===== src/rtl/pipe_pkg.sv =====
// pipe_pkg: shared writeback-side encodings and the writeback entry type.
//   SRC_*  : m_src result-source select codes (3 is reserved and behaves as ALU)
//   LD_*   : m_ld load-width codes (unlisted codes behave as LW)
//   wb_entry_t : one formatted GRF write candidate (valid, wen, dst, data, pc)
package pipe_pkg;
  localparam logic [1:0] SRC_ALU  = 2'd0;
  localparam logic [1:0] SRC_MEM  = 2'd1;
  localparam logic [1:0] SRC_LINK = 2'd2;

  localparam logic [2:0] LD_LW  = 3'd0;
  localparam logic [2:0] LD_LH  = 3'd1;
  localparam logic [2:0] LD_LHU = 3'd2;
  localparam logic [2:0] LD_LB  = 3'd3;
  localparam logic [2:0] LD_LBU = 3'd4;

  typedef struct packed {
    logic        valid;
    logic        wen;
    logic [4:0]  dst;
    logic [31:0] data;
    logic [31:0] pc;
  } wb_entry_t;
endpackage


===== src/rtl/wb_writer_load_ext.sv =====
// load_ext: combinational load-data extraction and extension.
//   mem    in  32  raw aligned data-memory word
//   addrLo in  2   low byte-address bits (bit 0 ignored for halfwords)
//   ld     in  3   load kind (LD_* codes; others treated as LW)
//   data   out 32  extended load result
module load_ext
  import pipe_pkg::*;
(
  input  logic [31:0] mem,
  input  logic [1:0]  addrLo,
  input  logic [2:0]  ld,
  output logic [31:0] data
);
  logic [15:0] half;
  logic [7:0]  byteSel;

  assign half = addrLo[1] ? mem[31:16] : mem[15:0];

  always_comb begin
    case (addrLo)
      2'd0:    byteSel = mem[7:0];
      2'd1:    byteSel = mem[15:8];
      2'd2:    byteSel = mem[23:16];
      default: byteSel = mem[31:24];
    endcase
  end

  always_comb begin
    case (ld)
      LD_LH:   data = {{16{half[15]}}, half};
      LD_LHU:  data = {16'h0, half};
      LD_LB:   data = {{24{byteSel[7]}}, byteSel};
      LD_LBU:  data = {24'h0, byteSel};
      default: data = mem;
    endcase
  end
endmodule


===== src/rtl/wb_writer.sv =====
// wb_writer: writeback producer for the GRF write port.
// Formats M-stage results (ALU / load-extended MEM / LINK pc+8), arbitrates
// them against mult/div completions, and drives a registered write port.
// A one-entry skid buffer holds an M entry that lost to an md result, so
// neither source is ever dropped and M order is preserved.
// Ports:
//   clk, reset (sync, active-high)
//   m_*  : M-stage offer (valid/ready handshake) with pc, wen, dst, src, alu, mem, addr_lo, ld
//   md_* : mult/div completion offer; md_ready pulses when it is taken
//   reg_write/write_reg/result/pc_w/retire : registered GRF port
//   pending : per-register mask of writes still held in the skid buffer
// Optional: define TRACE_DISPLAY_EN to print one line per GRF write.
module wb_writer
  import pipe_pkg::*;
#(
  parameter logic [31:0] PC_RESET = 32'h0000_3000
) (
  input  logic        clk,
  input  logic        reset,
  input  logic        m_valid,
  output logic        m_ready,
  input  logic [31:0] m_pc,
  input  logic        m_wen,
  input  logic [4:0]  m_dst,
  input  logic [1:0]  m_src,
  input  logic [31:0] m_alu,
  input  logic [31:0] m_mem,
  input  logic [1:0]  m_addr_lo,
  input  logic [2:0]  m_ld,
  input  logic        md_valid,
  output logic        md_ready,
  input  logic [31:0] md_pc,
  input  logic [4:0]  md_dst,
  input  logic [31:0] md_data,
  output logic        reg_write,
  output logic [4:0]  write_reg,
  output logic [31:0] result,
  output logic [31:0] pc_w,
  output logic        retire,
  output logic [31:0] pending
);
  wb_entry_t   sk, mEnt, win;
  logic [31:0] ldData;
  logic        mAcc;

  load_ext uLoadExt (
    .mem    (m_mem),
    .addrLo (m_addr_lo),
    .ld     (m_ld),
    .data   (ldData)
  );

  assign m_ready  = !sk.valid;
  assign md_ready = md_valid && !sk.valid;
  assign mAcc     = m_valid && m_ready;

  always_comb begin
    mEnt.valid = mAcc;
    mEnt.wen   = m_wen;
    mEnt.dst   = m_dst;
    mEnt.pc    = m_pc;
    case (m_src)
      SRC_MEM:  mEnt.data = ldData;
      SRC_LINK: mEnt.data = m_pc + 32'd8;
      default:  mEnt.data = m_alu;
    endcase
  end

  // Skid first (it is older than anything offered now), then md, then M.
  always_comb begin
    win = '0;
    if (sk.valid)     win = sk;
    else if (md_valid) win = '{valid: 1'b1, wen: 1'b1, dst: md_dst, data: md_data, pc: md_pc};
    else if (mAcc)    win = mEnt;
  end

  always_ff @(posedge clk) begin
    if (reset) begin
      sk        <= '0;
      reg_write <= 1'b0;
      write_reg <= '0;
      result    <= '0;
      pc_w      <= PC_RESET;
      retire    <= 1'b0;
    end else begin
      // A full skid always wins, and M is stalled while it is full, so the
      // only way to fill it is md and M arriving together with it empty.
      if (sk.valid)                sk <= '0;
      else if (md_valid && mAcc)   sk <= mEnt;

      retire    <= win.valid;
      reg_write <= win.valid && win.wen && (win.dst != 5'd0);
      if (win.valid) begin
        write_reg <= win.dst;
        result    <= win.data;
        pc_w      <= win.pc;
      end
`ifdef TRACE_DISPLAY_EN
      if (win.valid && win.wen && (win.dst != 5'd0))
        $display("%d@%h: $%d <= %h", $time, win.pc, win.dst, win.data);
`endif
    end
  end

  // The GRF forwards its own write-port data, so only the skid is reported.
  always_comb begin
    pending = '0;
    if (sk.valid && sk.wen) pending[sk.dst] = 1'b1;
    pending[0] = 1'b0;
  end
endmodule


===== config.mk =====
export PLATFORM = sky130hd
export DESIGN_NAME = wb_writer
export DESIGN_NICKNAME = d
export VERILOG_FILES = /design/src/rtl/pipe_pkg.sv /design/src/rtl/wb_writer_load_ext.sv /design/src/rtl/wb_writer.sv
export SDC_FILE = /design/constraint.sdc
export NUM_CORES = 1
export LEC_CHECK = 0
export CORE_UTILIZATION = 47
export DETAILED_ROUTE_END_ITERATION = 12
export GPL_TIMING_DRIVEN = 0
export PLACE_DENSITY = 0.87
export SLEW_MARGIN = 20
export SYNTH_ARGS = -nofsm -noshare
export SYNTH_HDL_FRONTEND = slang
export SYNTH_HIERARCHICAL = 1
export SYNTH_SLANG_ARGS = --single-unit

===== constraint.sdc =====
create_clock -name clk -period 3.28 [get_ports clk]
set_input_delay 0.656 -clock clk [delete_from_list [all_inputs] [get_ports clk]]
set_output_delay 0.656 -clock clk [all_outputs]
set_load 0.1 [all_outputs]

After elaboration in Yosys (flattened, before gate mapping)
Index checks and enable logic that the tools add are counted.
Widths: inputs -> output; s select.
Storage, ports and cells
  flip-flop bits (word level): 142
  input bits: 182
  output and inout bits: 105
  word-level logic and storage cells: 44
Cells by class
  add/sub/neg operators: 1
  order comparisons: 2
  equality and inequality tests: 8
  muxes and demuxes: 10
  bitwise operators: 1
  reduce and logical (&&, ||, !) cells: 12
Operator list (count)
  $mux 71: 3
  $pmux 32 s4: 1
  $pmux 32 s2: 1
  $add 32x4->32 const B: 1
  $mux 32: 1
  $pmux 8 s3: 1
  $mux 16: 1
  $logic_and 1x1->1: 7
  $eq 3x2->1 const B: 2
  $lt 5x6->1 const B: 1
  $demux 1 s5: 1
  $ge 5x1->1 const B: 1
  $reduce_bool 5->1: 1
  $eq 2x1->1 const B: 2
  $eq 2x2->1 const B: 2
  $eq 3x1->1 const B: 1
  $eq 3x3->1 const B: 1
  $reduce_or 3->1: 1
  $logic_not 2->1: 1
  $reduce_or 2->1: 1
  $logic_not 1->1: 1
  $mux 1: 1
  $not 1->1: 1

Logic depth before layout (Yosys ltp)
Gate-level depths: netlist of run 1.
  depth in word-level cells: 9
  depth in mapped cells: 11
  gate-level depth less buffers: 9

Hierarchy
Netlist of run 1, hierarchy kept.
Modules (own cells, without submodules)
  wb_writer: times used 1, cells an instance 1120, area an instance 7790.0 um^2, seq. area each 2842.7 um^2
  load_ext: times used 1, cells an instance 151, area an instance 1141.1 um^2, seq. area each 0.0 um^2

Worst setup path after synthesis of run 1
OpenSTA, ideal clock, no wires.
  kind: reg2out
  from: register sk[70] (netlist name)
  to: output pending[13]
  arrival time: 2.833 ns
  data required time: 2.624 ns
  slack: -0.209 ns
  stages on the path, launching flop included: 6
  cell sequence: dfxtp_1 inv_1 clkbuf_1 nor2_1 nand3_1 nor2_1
Between the ends
  word-level cells in the longest chain between the ends: 2
RTL lines
  start, declared: line wb_writer.sv:42  | wb_entry_t sk, mEnt, win;
  start signal, assigned: line wb_writer.sv:89  | else if (md_valid && mAcc) sk <= mEnt;
  $logic_and 1x1->1: line wb_writer.sv:108  | if (sk.valid && sk.wen) pending[sk.dst] = 1'b1;
  $mux 32: line wb_writer.sv:108
  end, declared: line wb_writer.sv:40  | output logic [31:0] pending
No other way between the ends.

Final worst setup path of run 1
  from: register sk[70] (netlist name)
  to: output pending[12]
Same word-level chain as after synthesis.

==> results of run 1 <==
## repair_timing
action                                  CTS  global route
gates resized for setup                  96             4
endpoints found under the setup margin   32             4
cloned                                    0             0
## worst max path at each step
stage,from,slack [ns],to,cells after the start
6_report,sk[70],0.01,pending[12],6
5_1_grt,sk[70],0.0002,pending[15],5
4_1_cts,sk[70],0.06,pending[12],6
3_5_place_dp,sk[70],-0.21,pending[15],5
3_3_place_gp,sk[70],-0.18,pending[15],5
2_1_floorplan,sk[70],-0.21,pending[13],5
## cells by family (layout without fill, tap and decap cells)
group / after synthesis / after routing / share of synthesized area
XOR/XNOR: 19 / 19 / 0.0186
AND/OR/NAND/NOR: 526 / 526 / 0.270
AO/OA/AOI/OAI: 409 / 409 / 0.284
adder cells (fa/ha/maj): 4 / 4 / 0.00532
flip-flops: 142 / 142 / 0.318
buffers and inverters: 156 / 466 / 0.0733
multiplexers: 14 / 14 / 0.0300
other: 1 / 2 / 0.000420
## routing by layer
metal / vias to the layer above / wire, um / global-route usage
met3: 187 / 5340 / 0.120
met1: 5156 / 14700 / 0.489
met4: 0 / 2310 / 0.239
met2: 937 / 18100 / 0.651
li1: 5098 / - / -
met5: - / 0 / 0
## layout by cell type, fill, tap and decap left out, types with 6 or more instances in the layout
cell	instances
nand2b_1	9
and3_1	12
dfxtp_1	142
a221oi_1	14
a21oi_2	9
inv_1	45
nand2_1	163
o22ai_1	6
a22oi_1	11
clkbuf_1	66
mux4_1	7
nor2_1	174
a21oi_1	209
o21ai_0	54
a211oi_1	7
o211ai_1	13
nor2b_1	17
clkdlybuf4s50_1	246
xnor2_1	14
clkdlybuf4s15_2	28
nand4_1	15
nand3_1	29
a21o_1	17
clkbuf_16	17
nor3_1	54
buf_1	16
nor2_2	12
a22o_1	13
or3_1	9
o41ai_1	7
buf_2	23
o221ai_1	9
## power by group
| group | leakage, nW | switching [mW] | total [mW] | internal (mW) |
|---|---|---|---|---|
| registers | 1.17 | 0.0690 | 1.91 | 1.84 |
| clock network | 0.286 | 0.844 | 2.02 | 1.18 |
| logic | 3.38 | 1.29 | 1.89 | 0.603 |
## layout make-up
type / instances / area [um2]
fill: 1619 / 5960
antenna: 1 / 2.50
inverter: 45 / 169
multi-input combinational: 973 / 5460
timing repair buffer: 278 / 2820
clock inverter: 13 / 156
buffer: 111 / 487
clock buffer: 19 / 453
tap: 234 / 293
sequential: 142 / 2840
## worst max-delay path, delay by kind of cell, from the launching register on
kind                   cells  cell delay, ns
buffers and inverters      3            1.03
DFF                        1            0.37
and+or+nand+nor            3            0.77
## through the flow
step                      setup TNS [ns]  hold slack, ns  utilization  setup WS (ns)
after floorplan                    -1.66           0.426            -         -0.209
after global placement             -2.20           0.438        0.645         -0.179
after detailed placement           -3.06           0.444        0.645         -0.208
after CTS                              0           0.455        0.680         0.0558
after global routing                   0           0.474        0.680       0.000195
final                                  0           0.457        0.680         0.0133
==> out/metrics.cfg, run 1 <==
[logic_synthesis]
synth_area_um2=8930
syn_nets=1456
ys_seq_elements=142
synth_area_leaders=dfxtp_1 32%, a21oi_1 12%, nor2_1 7.6%, nand2_1 6.9%, nor3_1 3.0%
synthArstFlopShare=0
synth_common_cells=209 x a21oi_1, 181 x nor2_1, 163 x nand2_1, 142 x dfxtp_1, 66 x clkbuf_1
synth.most_common_cell=a21oi_1
synth_top_cell_area_share=0.318
synth_edf_count=0
yosysWarnings=6
synth_seq_area_share=0.318
syn_avg_cell_area_um2=7.03
synthCells=1271
synth_ff_type=dfxtp_1
synth.distinct_cells=74
yosysTopAreaCell=dfxtp_1

[run]
cap_violations=0

[global_routing]
antenna_found_initial=1
overflow=0
grt_first_pass_wirelength_mm=60.9
first_global_vias=10860
grt_usage=0.409
grt_max_degree=17

[floorplanning]
placementRows=50
core_um2=18600
pin_count=287
fp.dieW_um=140
dieArea_um2=19600
die_h_um=140
start_util=0.479

[critical_path]
arrival_ns=2.61
cpMaxStageDelayCell=clkdlybuf4s18_2
r2r-start=sk[70]
reg2reg_to=sk[45]
crit_chain=inv_1 -> clkbuf_1 -> nor2_1 -> nand2_1 -> nor2_2 -> clkdlybuf4s18_2
worstPathMaxFanout=10
rrSetupSlack_ns=0.47
crit_path_max_incr_delay_ns=0.57
cp-start-kind=register
crit_required_ns=2.62
cp-end-kind=primary output
crit_type=reg -> out
reg2reg_depth=8

[power_and_ir_drop]
power_leakage_nw=4.84
fin_total_pwr_mw=5.82
peakVddDrop_v=0.000389
p_per_area_nw_per_um2=459

[clocking]
clock-sinks=142
cts_setup_buffers=0
hold_buffers=0
worstSkewPairLatency_ns=0.44
clk_pin_slew_ns=0.06
h-tree-depth=4
cts_tree=done
clk_path_buf_depth=2
cts_root_buf=clkbuf_16
cts_made_buffers=17

[cells_and_area]
largest_reg_flops=71
largestRegisters=sk x71, pc_w x32, result x32
layout.cells.non_filler=1816
final_nets=1753
areaGrowthSynthToFinish_pct=42.0
drive_gt1_frac=0.0873
largest_register=sk
design_area_um2=12700

[timing]
fin_skew_ns=0.00873
rsz0062_at_grt=no
slew_headroom=0.277
fmax_mhz=306
min_period_ns=3.27
drv_slew=0
post-route-period-util=0.996
tightest_slew_ns=1.08
hold_violations=0
setup_violations=0

[routing]
drt-vias-per-instance=6.27
vias=11378
wl_per_cell_um=22.3
dr.pass1.iters=9
drtIter0Drc=1672
remaining_drc_errors=0
drtAntennaViolNets=0
routed_wl_mm=40.4

[min_path]
hold_path.startpoint=sk[20]
hold_depth=2
hold_end=sk[20]
hold_class=reg -> reg

[place]
portBuffers=278
gp_congestion=1.00
dpl_cell_area_um2=12000
placed_cells=1783
hpwl_mm=30.4

[run_status]
outcome=finished, final reports clean

(Power assumes the default switching activity.)
==> inputs of run 2 (changes only) <==
Settings changed: CELL_PAD_IN_SITES_DETAIL_PLACEMENT from default to 0, CELL_PAD_IN_SITES_GLOBAL_PLACEMENT from default to 2, CORE_UTILIZATION 47 to 25.
==> out/metrics.cfg, run 2 (synthesis gave the netlist of run 1 again) <==
[floorplanning]
fp.dieW_um=191
dieArea_um2=36500
pin_count=287
core_um2=34900
placementRows=68
start_util=0.256
die_h_um=191

[global_routing]
grt_first_pass_wirelength_mm=68.4
overflow=0
first_global_vias=10361
antenna_found_initial=5
grt_max_degree=17
grt_usage=0.254

[cells_and_area]
final_cell_mix=246 x clkdlybuf4s50_1, 209 x a21oi_1, 174 x nor2_1
mostFrequentLayoutCell=clkdlybuf4s50_1
areaGrowthSynthToFinish_pct=44.1
largestRegisters=sk x71, pc_w x32, result x32
finalCoreUtilization=0.369
n_fill_cell=3776
final_nets=1753
drive_gt1_frac=0.0898
largest_reg_flops=71
largest_register=sk

[timing]
setup_violations=0
fmax_mhz=313
drv_slew=0
fin_skew_ns=0.00788
slew_headroom=0.261
hold_violations=0
post-route-period-util=0.975
min_period_ns=3.20
finalSetupTns_ns=0
tightest_slew_ns=1.11
rsz0062_at_grt=yes

[clocking]
worstSkewPairLatency_ns=0.44
hold_buffers=0
h-tree-depth=4
cts_setup_buffers=0
clock-sinks=142
cts_made_buffers=17
clk_path_buf_depth=2
clk_pin_slew_ns=0.08
cts_root_buf=clkbuf_16
cts_tree=done

[power_and_ir_drop]
p_clk_frac=0.355
p_per_area_nw_per_um2=462
p_int_mw=3.61
power_leakage_nw=4.90
p_switching_mw=2.33
peakVddDrop_v=0.000373
combPwrFrac=0.324
swShare=0.392
pwr-share-seq=0.321

[place]
hpwl_mm=36.5
portBuffers=278
gp_congestion=0.908

[critical_path]
cp-start-kind=input pin
crit_required_ns=3.65
cp-end-kind=register
worstPathMaxFanout=10
crit_start=m_src[0]
r2r-start=sk[70]
arrival_ns=3.57
crit_type=in -> reg

[min_path]
hold_path.startpoint=write_reg[1]
hold_class=reg -> reg

[routing]
routed_wl_mm=47.1
drt-vias-per-instance=5.32
drtAntennaViolNets=0
drtIter0Drc=999
remaining_drc_errors=0
wl_per_cell_um=23.1
dr.pass1.iters=5
vias=10844

[run_status]
outcome=finished, final reports clean

[run]
cap_violations=0

==> run 2: cell count changes in the layout (fill, tap and decap cells not counted), moves of 2 or more <==
cell / change
buf_2: +17
clkinv_4: -3
clkbuf_1: -4
clkbuf_2: +3
inv_8: +3
clkinvlp_4: -4
clkdlybuf4s15_2: -19
inv_6: +4
clkbuf_8: -2
clkdlybuf4s18_2: +2
==> run 2: critical path: stages <==
cell             delay [ns]
clkdlybuf4s50_1        0.51
inv_1                  0.06
ha_1                   0.28
clkbuf_1               0.20
nor2b_1                0.14
clkbuf_1               0.55
nand2_1                0.20
or4_1                  0.46
nand3_1                0.27
a221oi_2               0.11
nor3_2                 0.10
==> run 2: metal layers <==
| metal | vias to the layer above | GRT usage | wire length [um] |
|---|---|---|---|
| li1 | 5098 | - | - |
| met1 | 5130 | 0.340 | 20400 |
| met2 | 543 | 0.409 | 21500 |
| met3 | 67 | 0.0540 | 3940 |
| met4 | 6 | 0.0708 | 1120 |
| met5 | - | 0 | 36 |
==> run 2: final timing paths <==
| path | end | slack (ns) | cells past startpoint |
|---|---|---|---|
| worst max-delay path | result[19] | 0.08 | 11 |
| worst min-delay path | write_reg[1] | 0.45 | 2 |
| worst max register to register | sk[45] | 0.44 | 8 |
| worst min register to register | write_reg[1] | 0.45 | 2 |
==> run 2: per-stage QoR <==
step | cells | worst slack, ns | area (um2) | power [mW] | hold slack [ns]
after CTS | 2036 | 0.0758 | 13000 | 5.93 | 0.456
after global placement | 2004 | -0.361 | 12300 | 3.84 | 0.441
after global routing | 2038 | -0.0216 | 12900 | 6.14 | 0.474
after floorplan | 1271 | -0.209 | 8950 | 3.09 | 0.426
final | 2038 | 0.0812 | 12900 | 5.94 | 0.454
after detailed placement | 2004 | -0.360 | 12300 | 3.84 | 0.447
==> run 2: layout make-up <==
class | count | area, um2 | area share
Multi-Input combinational cell | 973 | 5470 | 0.425
Buffer | 111 | 490 | 0.0381
Clock buffer | 17 | 425 | 0.0331
Clock inverter | 15 | 190 | 0.0148
Tap cell | 455 | 569 | 0.0442
Antenna cell | 2 | 5.00 | 0.000389
Timing Repair Buffer | 278 | 2710 | 0.210
Sequential cell | 142 | 2840 | 0.221
Inverter | 45 | 169 | 0.0131
==> run 2: power by group through the flow <==
| stage | logic [mW] | registers (mW) | clock network, mW |
|---|---|---|---|
| 4_1_cts | 1.91 | 1.91 | 2.12 |
| 5_1_grt | 2.02 | 1.92 | 2.20 |
| 3_3_place_gp | 1.90 | 1.94 | 0 |
| 6_report | 1.92 | 1.91 | 2.11 |
| 2_1_floorplan | 0.648 | 2.44 | 0 |
| 3_5_place_dp | 1.90 | 1.95 | 0 |
==> run 2: what timing repair did <==
| item | CTS | global route |
|---|---|---|
| endpoints found under the setup margin | 32 | 34 |
| resized for setup | 95 | 50 |
| gates cloned | 0 | 0 |
